`config.mk`:
```
export PLATFORM = sky130hd
export DESIGN_NAME = uart_rx_oversample
export DESIGN_NICKNAME = d
export VERILOG_FILES = /design/src/rtl/uart_rx_oversample.sv
export SDC_FILE = /design/constraint.sdc
export NUM_CORES = 1
export LEC_CHECK = 0
export CAP_MARGIN = 20
export CELL_PAD_IN_SITES_DETAIL_PLACEMENT = 1
export CELL_PAD_IN_SITES_GLOBAL_PLACEMENT = 1
export CORE_MARGIN = 8
export CORE_UTILIZATION = 45
export CTS_CLUSTER_SIZE = 20
export DETAILED_ROUTE_END_ITERATION = 12
export GPL_ROUTABILITY_DRIVEN = 0
export HOLD_SLACK_MARGIN = 0.03
export PLACE_DENSITY = 0.89
export SLEW_MARGIN = 20
export SYNTH_ARGS = -nofsm -noshare
export SYNTH_HDL_FRONTEND = slang
export SYNTH_SLANG_ARGS = --single-unit
```
`constraint.sdc`:
```
create_clock -name clk -period 1.8 [get_ports clk]
set_input_delay 0.54 -clock clk [delete_from_list [all_inputs] [get_ports clk]]
set_output_delay 0.54 -clock clk [all_outputs]
set_load 0.01 [all_outputs]
```
`src/rtl/uart_rx_oversample.sv`:
```
// 16x-oversampled UART receiver: start-bit validation, 3-sample majority vote, LSB-first data.
// Latency: done/err one clk after the mid-stop-bit deciding tick; no backpressure, consumer must take each strobe.
module uart_rx_oversample #(
    parameter int OVERSAMPLE  = 16,
    parameter int DATA_BITS   = 8,
    parameter int SYNC_STAGES = 2
) (
    input  logic                 clk,
    input  logic                 nReset,
    input  logic                 tick,
    input  logic                 rx,
    output logic [DATA_BITS-1:0] data,
    output logic                 done,
    output logic                 err,
    output logic                 busy
);

    localparam int CW = $clog2(OVERSAMPLE);
    localparam int IW = (DATA_BITS > 1) ? $clog2(DATA_BITS) : 1;

    localparam logic [CW-1:0] CNT_PRE  = CW'(OVERSAMPLE / 2 - 1);
    localparam logic [CW-1:0] CNT_MID  = CW'(OVERSAMPLE / 2);
    localparam logic [CW-1:0] CNT_POST = CW'(OVERSAMPLE / 2 + 1);
    localparam logic [CW-1:0] CNT_LAST = CW'(OVERSAMPLE - 1);
    localparam logic [IW-1:0] IDX_LAST = IW'(DATA_BITS - 1);

    typedef enum logic [2:0] {
        IDLE,
        START,
        DATA,
        STOP,
        WAIT_HIGH
    } state_t;

    logic [SYNC_STAGES-1:0] sync_q;
    logic                   rx_s;
    state_t                 state_q, state_d;
    logic [CW-1:0]          cnt_q, cnt_d;
    logic [IW-1:0]          idx_q, idx_d;
    logic [1:0]             smp_q, smp_d;
    logic [DATA_BITS-1:0]   shreg_q, shreg_d;
    logic [DATA_BITS-1:0]   data_q, data_d;
    logic                   done_q, done_d;
    logic                   err_q, err_d;
    logic                   maj;

    assign rx_s = sync_q[SYNC_STAGES-1];

    // The third vote is the live sample at the post-centre count.
    assign maj = (smp_q[0] & smp_q[1]) | (smp_q[0] & rx_s) | (smp_q[1] & rx_s);

    always_ff @(posedge clk or negedge nReset) begin
        if (!nReset) begin
            sync_q <= '1;
        end else begin
            sync_q <= {sync_q[SYNC_STAGES-2:0], rx};
        end
    end

    always_comb begin
        state_d = state_q;
        cnt_d   = cnt_q;
        idx_d   = idx_q;
        smp_d   = smp_q;
        shreg_d = shreg_q;
        data_d  = data_q;
        done_d  = 1'b0;
        err_d   = 1'b0;
        if (tick) begin
            if (state_q != IDLE && state_q != WAIT_HIGH) begin
                cnt_d = (cnt_q == CNT_LAST) ? '0 : cnt_q + 1'b1;
                if (cnt_q == CNT_PRE) smp_d[0] = rx_s;
                if (cnt_q == CNT_MID) smp_d[1] = rx_s;
            end
            case (state_q)
                IDLE: begin
                    if (!rx_s) begin
                        state_d = START;
                        cnt_d   = '0;
                    end
                end
                START: begin
                    if (cnt_q == CNT_POST && maj) begin
                        state_d = IDLE;
                        cnt_d   = '0;
                    end else if (cnt_q == CNT_LAST) begin
                        state_d = DATA;
                        idx_d   = '0;
                    end
                end
                DATA: begin
                    if (cnt_q == CNT_POST) shreg_d[idx_q] = maj;
                    if (cnt_q == CNT_LAST) begin
                        if (idx_q == IDX_LAST) state_d = STOP;
                        else                   idx_d   = idx_q + 1'b1;
                    end
                end
                STOP: begin
                    // Leaving at mid-stop-bit leaves time to catch a back-to-back start edge.
                    if (cnt_q == CNT_POST) begin
                        cnt_d = '0;
                        if (maj) begin
                            data_d  = shreg_q;
                            done_d  = 1'b1;
                            state_d = IDLE;
                        end else begin
                            err_d   = 1'b1;
                            state_d = WAIT_HIGH;
                        end
                    end
                end
                WAIT_HIGH: begin
                    if (rx_s) state_d = IDLE;
                end
                default: state_d = IDLE;
            endcase
        end
    end

    always_ff @(posedge clk or negedge nReset) begin
        if (!nReset) begin
            state_q <= IDLE;
            cnt_q   <= '0;
            idx_q   <= '0;
            smp_q   <= '0;
            shreg_q <= '0;
            data_q  <= '0;
            done_q  <= 1'b0;
            err_q   <= 1'b0;
        end else begin
            state_q <= state_d;
            cnt_q   <= cnt_d;
            idx_q   <= idx_d;
            smp_q   <= smp_d;
            shreg_q <= shreg_d;
            data_q  <= data_d;
            done_q  <= done_d;
            err_q   <= err_d;
        end
    end

    assign data = data_q;
    assign done = done_q;
    assign err  = err_q;
    assign busy = (state_q != IDLE);

endmodule

```
# --- Word-level counts from Yosys, hierarchy flattened ---
# Index checks and enable logic that the tools add are counted.
word_totals:
  word_cells: 81
  input_bits: 4
  output_inout_bits: 11
  ff_bits: 32
classes:
  n_mux: 31
  n_lt_le_gt_ge: 2
  eq_ne: 19
  add_sub_neg: 2
  n_bitwise: 5
  reduce_logical: 12
ops:
  columns: ["operator", "n"]
  rows:
  - ["$mux 3", 12]
  - ["$mux 4", 5]
  - ["$ne 2x2->1 const B", 8]
  - ["$pmux 3 s5", 1]
  - ["$eq 4x4->1 const B", 3]
  - ["$pmux 4 s3", 1]
  - ["$mux 1", 9]
  - ["$reduce_and 3->1", 3]
  - ["$bwmux 8", 1]
  - ["$reduce_and 7->1", 1]
  - ["$eq 3x2->1 const B", 2]
  - ["$eq 3x3->1 const B", 2]
  - ["$ne 3x3->1 const B", 2]
  - ["$pmux 3 s2", 1]
  - ["$reduce_and 6->1", 1]
  - ["$add 4x1->4 const B", 1]
  - ["$eq 4x3->1 const B", 1]
  - ["$lt 3x4->1 const B", 1]
  - ["$reduce_and 4->1", 1]
  - ["$add 3x1->3 const B", 1]
  - ["$and 1x1->1", 3]
  - ["$demux 1 s3", 1]
  - ["$eq 3x1->1 const B", 1]
  - ["$ge 3x1->1 const B", 1]
  - ["other kinds (5)", 8]

# --- Depth between registers and ports, before layout ---
depth:
  word_depth: 7
  depth_mapped: 7
  mapped_depth_nobuf: 6

# --- Least setup slack after synthesis ---
# OpenSTA, ideal clock, no wires.
synth_path:
  path_type: "register to register"
  start: "reg cnt_q[1]"
  end: "reg shreg_q[0]"
  period_less_slack_ns: 1.627
  arrival_ns: 1.502
  n_path_buf: 1
  path_slack_ns: 0.173
  required_ns: 1.675
  setup_ns: 0.125
  path_stages_with_launch: 8
  cell_sequence: "dfrtp_1 -> inv_1 -> ha_1 -> and3b_1 -> buf_4 -> nand4b_1 -> nor3_1 -> mux2_2"
synth_between:
  elab_chain_cells: 2
synth_rtl:
  columns: ["element", "line", "source"]
  rows:
  - ["start, declared", "38", "logic [CW-1:0] cnt_q, cnt_d;"]
  - ["start signal, assigned", "132", "cnt_q <= cnt_d;"]
  - ["$eq 4x4->1", "92", "if (cnt_q == CNT_POST) shreg_d[idx_q] = maj;"]
  - ["$reduce_and 3->1 (no source line)", null, null]
  - ["end signal, assigned", "135", "shreg_q <= shreg_d;"]
  - ["end, declared", "41", "logic [DATA_BITS-1:0] shreg_q, shreg_d;"]
# Every way passes these cells.
# A chain may end at the register's enable or synchronous reset.

# --- Worst setup path in the final report ---
layout_path:
  start: "reg state_q[2]"
  end: "out busy"
layout_between:
  elab_chain_cells: 1
layout_rtl:
  columns: ["element", "line", "source"]
  rows:
  - ["start, declared", "37", "state_t state_q, state_d;"]
  - ["start signal, assigned", "131", "state_q <= state_d;"]
  - ["$reduce_bool 3->1", "145", "assign busy = (state_q != IDLE);"]
  - ["end, declared", "15", "output logic busy"]
# Every way passes these cells.

==> summary.txt <==
total track usage -> 0.138
cts-stage hold buffer count -> 0
R2R setup slack -> 0.02 ns
unrepaired setup endpoints after global routing -> true
Post-Syn Area -> 1630 um2
Worst Setup Start Kind -> flip-flop
post-DP HPWL -> 2670 um
I/O pin count -> 15
buffers added on ports -> 14
root buffer cell -> clkbuf_4
Final Setup Violations -> 0
Crit Path Max Fanout -> 2
outcome -> finished, final reports clean
Worst setup EP type -> output port
first-pass GRT wire length -> 6500 um
share of cells above drive strength 1 -> 0.388
leading area contributor after synthesis -> dfrtp_1
Synth cell types -> 39
cts bufs inserted -> 5
Initial Util -> 0.457
drt pass-1 iters -> 4
Placeable Area -> 3580 um2
Seq/Total Area, Yosys -> 0.492
diode count -> 0
achievable frequency -> 559 MHz
synthesized instance count -> 136
post-synthesis async set-or-reset flop share -> 1.00
drt initial violations -> 71
overall power -> 0.00225 W
minimum period implied by the final worst setup slack -> 1.79 ns
gr ovfl total -> 0
CTS tree -> built
vias per inst -> 5.54
share of the synthesized area in the top cell type -> 0.459
worst r2r src -> cnt_q[1]$_DFFE_PN0P_
Hold Path Sink -> sync_q[1]$_DFF_PN1_
Max VDD drop -> 0.000589 V
Hold Crit Depth -> 0
synthesized flop and latch total -> 32
Least-Margin Pin Slew -> 0.461 ns
skew final -> 0.00764 ns
PwrDens -> 1080 nW/um2
Main synth FF type -> dfrtp_1
pre-CTS WS -> -0.362 ns
MaxCap Viol Count -> 0
required time worst endpoint -> 1.26 ns
Clock Latency Late Sink -> 0.34 ns
clock tree buffer depth -> 2
Hold Startpoint -> sync_q[0]$_DFF_PN1_
Crit Path Category -> flip-flop to output port
total number of vias -> 1207
FILL cells -> 389
synth top area cells -> dfrtp_1, mux2_2, ha_1, dfstp_2, mux2_4
Post-Syn Nets -> 145
Setup WS post-layout -> 0.0124 ns
die height -> 76.3 um
capturing point of the worst reg2reg path -> shreg_q[0]$_DFFE_PN0P_
Yosys Warn Count -> 0
Final Max Slew Viols -> 0
worst rel slew slack -> 0.690
largest net degree at the start of global routing -> 33
clock slew at reported path FFs -> 0.11 ns
mean post-synth cell area -> 12.0 um2
die width -> 76.3 um
class of the worst hold path -> flip-flop to flip-flop
Post-synth EDFFs -> 0
antenna-violating nets left -> 0
Clock Sinks -> 32
WP data arrival -> 1.25 ns
full die area -> 5820 um2
number of global-route vias before repair -> 1314
wire per inst -> 18.5 um
final-stage net count -> 178
Reg2Reg Depth -> 7
initial antenna violation count -> 0
leakage power -> 1.13 nW
final hold violations -> 0
Area Overhead vs Synth -> 27.6%
Std-Cell Rows -> 22
H-tree depth -> 2
Final Cycle Share -> 0.993
residual DRC count -> 0
wirelength, routed -> 4040 um
## cell usage after synthesis (3+ instances only)
| cell | count |
|---|---|
| mux2_2 | 16 |
| ha_1 | 5 |
| nor2b_1 | 3 |
| a21oi_1 | 3 |
| o31ai_1 | 5 |
| dfrtp_1 | 30 |
| nand3_1 | 5 |
| nor3_1 | 5 |
| nand2_1 | 6 |
| o21ai_0 | 4 |
| nor2_1 | 5 |
| buf_6 | 3 |
| inv_1 | 8 |
| mux2_4 | 3 |
## state kept, by name (all words and copies together) (netlist names)
name and count:
state_q 3, smp_q 2, data 8, done 1
idx_q 3, cnt_q 4, shreg_q 8, sync_q 2
err 1
## stage by stage
step	instance area (um2)	hold WS (ns)	std cells	TNS (ns)	util
final	2080	0.360	218	0	0.583
after global routing	2080	0.365	218	-0.124	0.583
after CTS	2020	0.362	216	-0.0235	0.565
after detailed placement	1910	0.347	207	-4.73	0.533
after global placement	1910	0.346	207	-3.60	0.533
after floorplan	1630	0.244	136	0	-
## worst max path at each step
stage                                       from  slack, ns                endpoint  cells after the start
after CTS                   cnt_q[1]$_DFFE_PN0P_      -0.02  shreg_q[4]$_DFFE_PN0P_                      6
after global placement                      tick      -0.23    smp_q[0]$_DFFE_PN0P_                      5
after floorplan             cnt_q[1]$_DFFE_PN0P_       0.17  shreg_q[0]$_DFFE_PN0P_                      7
final                     state_q[2]$_DFFE_PN0P_       0.01                    busy                      2
after global routing        cnt_q[1]$_DFFE_PN0P_      -0.03  shreg_q[6]$_DFFE_PN0P_                      7
after detailed placement                    tick      -0.36    smp_q[0]$_DFFE_PN0P_                      5
## cells by family (layout without fill, tap and decap cells)
logic type	count (synthesis)	count (layout)	share of synthesized area
xor gates and xnor gates	2	2	0.0107
buffers and inverters	15	49	0.0544
adders and majority gates	6	6	0.0452
and+or+nand+nor	39	39	0.150
muxes	21	21	0.150
DFF	32	32	0.492
AOI/OAI and AO/OA	21	21	0.0980
## repair_timing
action	4_1_cts	5_1_grt
pin swaps	2	1
gates cloned	0	0
setup endpoints to repair	15	20
gates resized for setup	10	14
setup buffers	1	2
## worst max-delay path, stage by stage, from the launching register on
cell	delay [ns]
dfrtp_1	0.40
or3_1	0.37
buf_2	0.15
## layer usage
layer	wire length, um	global-route usage	vias to the layer above
met4	62	0.0577	0
met2	2130	0.231	18
met3	114	0.0413	7
li1	-	-	550
met5	0	0	-
met1	1730	0.161	632
## final cells by class
cell class                      count  area (um2)  share of cell area
Sequential cell                    32         805               0.386
Clock buffer                        7        65.1              0.0312
Tap cell                           48        60.1              0.0288
Timing Repair Buffer               33         303               0.145
Multi-Input combinational cell     89         792               0.380
Clock inverter                      1        30.0              0.0144
Inverter                            8        30.0              0.0144
## cells in the final DEF, fill, tap and decap left out, drive strengths merged, types with 3 or more instances in the layout
cell / n
dfrtp: 30
buf: 20
mux2: 19
inv: 8
clkbuf: 7
nand2: 6
dlymetal6s2s: 6
nand3: 6
nor2: 5
o31ai: 5
ha: 5
clkdlybuf4s50: 5
o21ai: 5
nor3: 5
nor2b: 3
a21oi: 3
nor3b: 3
## report_power, final
| part | internal [W] | switching, W |
|---|---|---|
| clock network | 0.000369 | 0.000255 |
| registers | 0.000811 | 0.000103 |
| logic | 0.000303 | 0.000410 |
Note: power is estimated with default switching activity, not from simulation.
